[src/rtl/apb_ram_param.sv]
// apb_ram_param: APB word-addressed RAM with configurable wait states; define APB_RAM_STRB_EN to add pstrb byte-lane writes
module apb_ram_param #(
  parameter int DATA_W      = 32,
  parameter int DEPTH       = 32,
  parameter int WAIT_STATES = 0
) (
  input  logic              pclk,
  input  logic              presetn,
  input  logic              psel,
  input  logic              penable,
  input  logic              pwrite,
  input  logic [31:0]       paddr,
  input  logic [DATA_W-1:0] pwdata,
`ifdef APB_RAM_STRB_EN
  input  logic [DATA_W/8-1:0] pstrb,
`endif
  output logic [DATA_W-1:0] prdata,
  output logic              pready,
  output logic              pslverr
);
  localparam int AW = DEPTH > 1 ? $clog2(DEPTH) : 1;
  localparam logic [3:0] WS = 4'(WAIT_STATES);
  typedef enum logic [1:0] {IDLE, ACCESS, DONE} state_t;
  state_t state_q, state_d;
  logic [3:0] cnt_q, cnt_d;
  logic [31:0] addr_q;
  logic pwrite_q;
  logic [DATA_W-1:0] wdata_q, mem_wd;
  logic [DATA_W-1:0] prdata_q, prdata_d;
  logic pready_q, pready_d, pslverr_q, pslverr_d;
  logic [DATA_W-1:0] mem_q [DEPTH];
  logic setup, access, exec, in_range, wr_en;
  logic [AW-1:0] idx;
`ifdef APB_RAM_STRB_EN
  logic [DATA_W/8-1:0] strb_q;
`endif
  assign setup    = psel & ~penable;
  assign access   = psel & penable;
  assign in_range = addr_q < 32'(DEPTH);
  assign idx      = addr_q[AW-1:0];
  assign exec     = (state_q == ACCESS) & access & (cnt_q == WS);
  assign wr_en    = exec & pwrite_q & in_range;
  // state register; any unencoded value falls back to IDLE via next-state logic
  always_ff @(posedge pclk)
    state_q <= !presetn ? IDLE : state_d;
  // next state: dropping psel mid-access aborts, penable low just stalls
  always_comb begin
    state_d = IDLE;
    case (state_q)
      IDLE:    state_d = setup ? ACCESS : IDLE;
      ACCESS:  state_d = !psel ? IDLE : exec ? DONE : ACCESS;
      default: state_d = IDLE;
    endcase
  end
  // next values of the registered outputs and the wait counter
  always_comb begin
    cnt_d     = (state_q == IDLE && setup) ? 4'd0 :
                (state_q == ACCESS && access && cnt_q < WS) ? cnt_q + 4'd1 : cnt_q;
    pready_d  = exec;
    pslverr_d = exec & ~in_range;
    prdata_d  = (exec & ~pwrite_q) ? (in_range ? mem_q[idx] : '0) : prdata_q;
  end
  // write word: untouched byte lanes keep their stored value when strobes are enabled
  always_comb begin
    mem_wd = wdata_q;
`ifdef APB_RAM_STRB_EN
    for (int b = 0; b < DATA_W/8; b++)
      mem_wd[8*b +: 8] = strb_q[b] ? wdata_q[8*b +: 8] : mem_q[idx][8*b +: 8];
`endif
  end
  // request latch at setup phase plus registered outputs
  always_ff @(posedge pclk) begin
    if (!presetn) begin
      cnt_q     <= '0;
      addr_q    <= '0;
      pwrite_q  <= 1'b0;
      wdata_q   <= '0;
      prdata_q  <= '0;
      pready_q  <= 1'b0;
      pslverr_q <= 1'b0;
`ifdef APB_RAM_STRB_EN
      strb_q    <= '0;
`endif
    end else begin
      cnt_q     <= cnt_d;
      prdata_q  <= prdata_d;
      pready_q  <= pready_d;
      pslverr_q <= pslverr_d;
      if (state_q == IDLE && setup) begin
        addr_q   <= paddr;
        pwrite_q <= pwrite;
        wdata_q  <= pwdata;
`ifdef APB_RAM_STRB_EN
        strb_q   <= pstrb;
`endif
      end
    end
  end
  // storage: cleared wholesale by reset, written at the execute edge
  always_ff @(posedge pclk) begin
    if (!presetn) begin
      for (int i = 0; i < DEPTH; i++)
        mem_q[i] <= '0;
    end else if (wr_en) begin
      mem_q[idx] <= mem_wd;
    end
  end
  assign prdata  = prdata_q;
  assign pready  = pready_q;
  assign pslverr = pslverr_q;
endmodule

[config.mk]
export PLATFORM = sky130hd
export DESIGN_NAME = apb_ram_param
export DESIGN_NICKNAME = d
export VERILOG_FILES = /design/src/rtl/apb_ram_param.sv
export SDC_FILE = /design/constraint.sdc
export NUM_CORES = 1
export LEC_CHECK = 0
export ABC_AREA = 1
export ABC_CLOCK_PERIOD_IN_PS = 3200
export CAP_MARGIN = 30
export CORE_MARGIN = 2
export CORE_UTILIZATION = 30
export CTS_CLUSTER_SIZE = 8
export DETAILED_ROUTE_END_ITERATION = 12
export SKIP_LAST_GASP = 1
export SYNTH_ARGS = -nofsm -noshare
export SYNTH_HDL_FRONTEND = slang
export SYNTH_SLANG_ARGS = --single-unit
[constraint.sdc]
create_clock -name pclk -period 3.2 [get_ports pclk]
set_clock_uncertainty 0.15 [all_clocks]
set_input_delay 0.64 -clock pclk [delete_from_list [all_inputs] [get_ports pclk]]
set_output_delay 0.64 -clock pclk [all_outputs]
set_load 0.03 [all_outputs]
==> impl_metrics.json <==
{
  "status": "finished, final reports clean",
  "pwr-share-comb_pct": 8.7,
  "topRoutingLayerUsed": "met4",
  "cts.sinks": 1130,
  "placed_area_sq_um": 53360,
  "p_seq_share_pct": 47.4,
  "ys_ff_latch": 1130,
  "slew_violations": 0,
  "synth_top_area_share_pct": 62.41,
  "cts_buffer_depth": 3,
  "switchingPower_mw": 8.692,
  "layout-drive-gt1-share_pct": 7.740,
  "io-pin-count": 103,
  "avgSynthCellArea_sq_um": 9.703,
  "fin_tns_setup_ns": 0,
  "viasPerCell": 5.054,
  "antennaDiodeCount": 0,
  "synth_common_cells": "nand2_1, nor2_1, edfxtp_1",
  "setup_viol": 0,
  "grt_pass1_vias": 35216,
  "critPathKind": "flip-flop to flip-flop",
  "stdcell_area_sq_um": 57910,
  "h-tree-depth": 4,
  "total_leakage_power_nw": 20.73,
  "worst-path-max-fanout": 106,
  "grt_first_pass_wirelength_mm": 226.2,
  "cts_buffers": 159,
  "rows": 148,
  "port_buffers": 102,
  "wl_met3_mm": 15.20,
  "rsz0062_at_grt": "no",
  "path_common_cell": "nand3_1",
  "grt_util_all_layers_pct": 17.80,
  "max-slew-margin-rel_pct": 33.14,
  "fmax_mhz": 365.2,
  "synth_ff_type": "edfxtp_1",
  "hold_viol_final": 0,
  "ant_nets": 0,
  "first_pass_iters": 6,
  "nNetsFinal": 5139,
  "start_kind": "flip-flop",
  "clkPwrFrac_pct": 43.9,
  "die_x_microns": 409.3,
  "maxCapViolCount": 0,
  "yosysTopAreaCell": "edfxtp_1",
  "wl_met2_mm": 66.80,
  "clkLatencyLatePin_ns": 0.78,
  "start_util_pct": 30.24,
  "cts_tree": "built",
  "drc": 0,
  "die_h_microns": 409.3,
  "cts_resized": 0,
  "cp.arrival_ns": 3.28,
  "antenna_found_initial": 0,
  "hpwl_mm": 90.51,
  "clk_pin_slew_ns": 0.05,
  "finalCritPeriodShare_pct": 85.58,
  "worst_pin_slew_ns": 1.002,
  "vdd_drop_max_v": 0.0003734,
  "synth-edff-count": 1024,
  "syn-instance-count": 5078,
  "syn_to_final_growth_pct": 17.53,
  "ff_latch_area_sq_um": 32880,
  "yosys.cell_types.count": 22,
  "cp_slowest_stage_delay_ns": 0.48,
  "overflow": 0,
  "wl_met1_mm": 64.53,
  "fill_cells": 16222,
  "finish.utilization_pct": 35.54,
  "syn_area_sq_um": 49270,
  "drt-total-wl_mm": 151.5,
  "power.internal_mw": 26.60,
  "cp_slowest_cell": "dfxtp_4",
  "core_area_sq_um": 163000,
  "gp_congestion": 0.8542,
  "wl_per_cell_microns": 20.71,
  "dieArea_sq_um": 167500,
  "required_ns": 3.75,
  "cp_cell_sequence": "inv_8 -> buf_12 -> nand2_1 -> nand3_1 -> nand3_1 -> nand3_1 -> nand2_1 -> nand2_1 -> nand3_1 -> a21oi_1",
  "yosys.cell_count.top_type": "nand2_1",
  "power_density_nw_per_um2": 609.4,
  "endpoint_kind": "flip-flop",
  "first_iter_violations": 4373,
  "swShare_pct": 24.63,
  "via_count": 36978,
  "clockRootBuffer": "clkbuf_16",
  "synth_seq_area_share_pct": 66.71,
  "syn_nets": 5147,
  "ys_warn_count": 0,
  "grt_max_degree": 121,
  "synth_area_leaders": "edfxtp_1, nand2_1, nand3_1, nor2_1, dfxtp_1",
  "fin_crit_ns": 2.739,
  "postCtsSetupRepairBufs": 0,
  "ys_async_sr_fraction_pct": 0,
  "min_path_type": "primary input to flip-flop",
  "multi_input_area_sq_um": 14380
}
==> sequential cells by signal, indices dropped and copies added (netlist names), named ones only <==
name,count
pwrite_q,1
mem_q,1024
addr_q,32
pslverr,1
pready,1
state_q,2
mem_wd,32
prdata,32
==> kinds of logic after synthesis <==
| group | count (synthesis) | share of synthesized area [%] |
|---|---|---|
| compound gates | 140 | 1.422 |
| buf+inv | 505 | 4.154 |
| flops | 1130 | 66.71 |
| simple gates | 3303 | 27.71 |
==> stage by stage <==
stage                     hold WS (ns)  worst slack, ns  power [mW]  cells
final                           0.2915           0.4614       35.29   7317
after global routing            0.2906           0.3324       36.33   7317
after CTS                       0.2399           0.4920       35.45   7313
after detailed placement        0.2982          0.03187       20.05   7079
after global placement          0.2902          0.01075       20.01   7078
after floorplan                 0.2795           0.1791       18.65   5078
==> power by group through the flow <==
stage          clock, mW  combinational, mW  sequential [mW]
6_report            15.5               3.09             16.7
5_1_grt             16.3               3.30             16.8
4_1_cts             15.7               3.06             16.7
3_5_place_dp           0               3.05             17.0
3_3_place_gp           0               3.02             17.0
2_1_floorplan          0               1.70             17.0
==> path summary, 6_finish.rpt <==
| kind | startpoint | endpoint | slack, ns | cells after the start |
|---|---|---|---|---|
| hold reg to reg | addr_q[20]$_SDFFE_PN0P_ | addr_q[20]$_SDFFE_PN0P_ | 0.30 | 2 |
| setup / recovery | flip-flop | prdata[6]$_SDFFE_PN0P_ | 0.46 | 10 |
| hold / removal | paddr[17] | addr_q[17]$_SDFFE_PN0P_ | 0.29 | 3 |
| setup reg to reg | flip-flop | prdata[6]$_SDFFE_PN0P_ | 0.46 | 10 |
==> metal layers <==
layer  GRT usage (%)  vias to the layer above
li1                -                    16973
met1           25.59                    17891
met2           26.20                     1829
met3           3.759                      285
met4           6.725                        0
met5               0                        -
==> what timing repair did <==
item / CTS / global route
hold endpoints to repair: 3 / 0
setup endpoints to repair: 0 / 0
hold buffers: 1 / 0
==> area by class of cell <==
cell class / instances / share of cell area [%]
well taps: 2175 / 4.699
clock buffers: 222 / 7.443
inverters: 63 / 0.4407
repair buffers: 273 / 5.557
multi-input cells: 3443 / 24.82
clock inverters: 11 / 0.2571
flip-flops and latches: 1130 / 56.78
==> cell usage in the layout (no fill, tap or decap) <==
cell             instances
inv_2                   22
a21oi_1                 74
buf_12                  73
inv_8                    2
nand2_1               1268
inv_4                    1
clkdlybuf4s50_1        101
dfxtp_4                  3
nor3b_2                  1
nor3_2                   1
nand3_1                919
clkbuf_16              163
dlygate4sd3_1            1
nor3_4                   1
clkinv_2                 1
nand2_2                  8
edfxtp_1              1024
nand3b_4                 1
buf_4                   98
clkinv_8                 4
dfxtp_1                102
nor2_4                   4
inv_6                    5
nor2_2                   5
o21ai_0                 66
inv_1                   37
nand4_1                  2
nor3_1                   1
dfxtp_2                  1
clkbuf_1                58
clkbuf_8                 1
nor2_1                1091
inv_16                   2
nand3_4                  1
==> worst max-delay path, delay by kind of cell (launching register included) <==
| kind | cells | cell delay (ns) |
|---|---|---|
| flops | 1 | 0.48 |
| compound gates | 1 | 0.21 |
| buf+inv | 2 | 0.61 |
| simple gates | 7 | 1.06 |
Power figures use the tool's default switching activity.
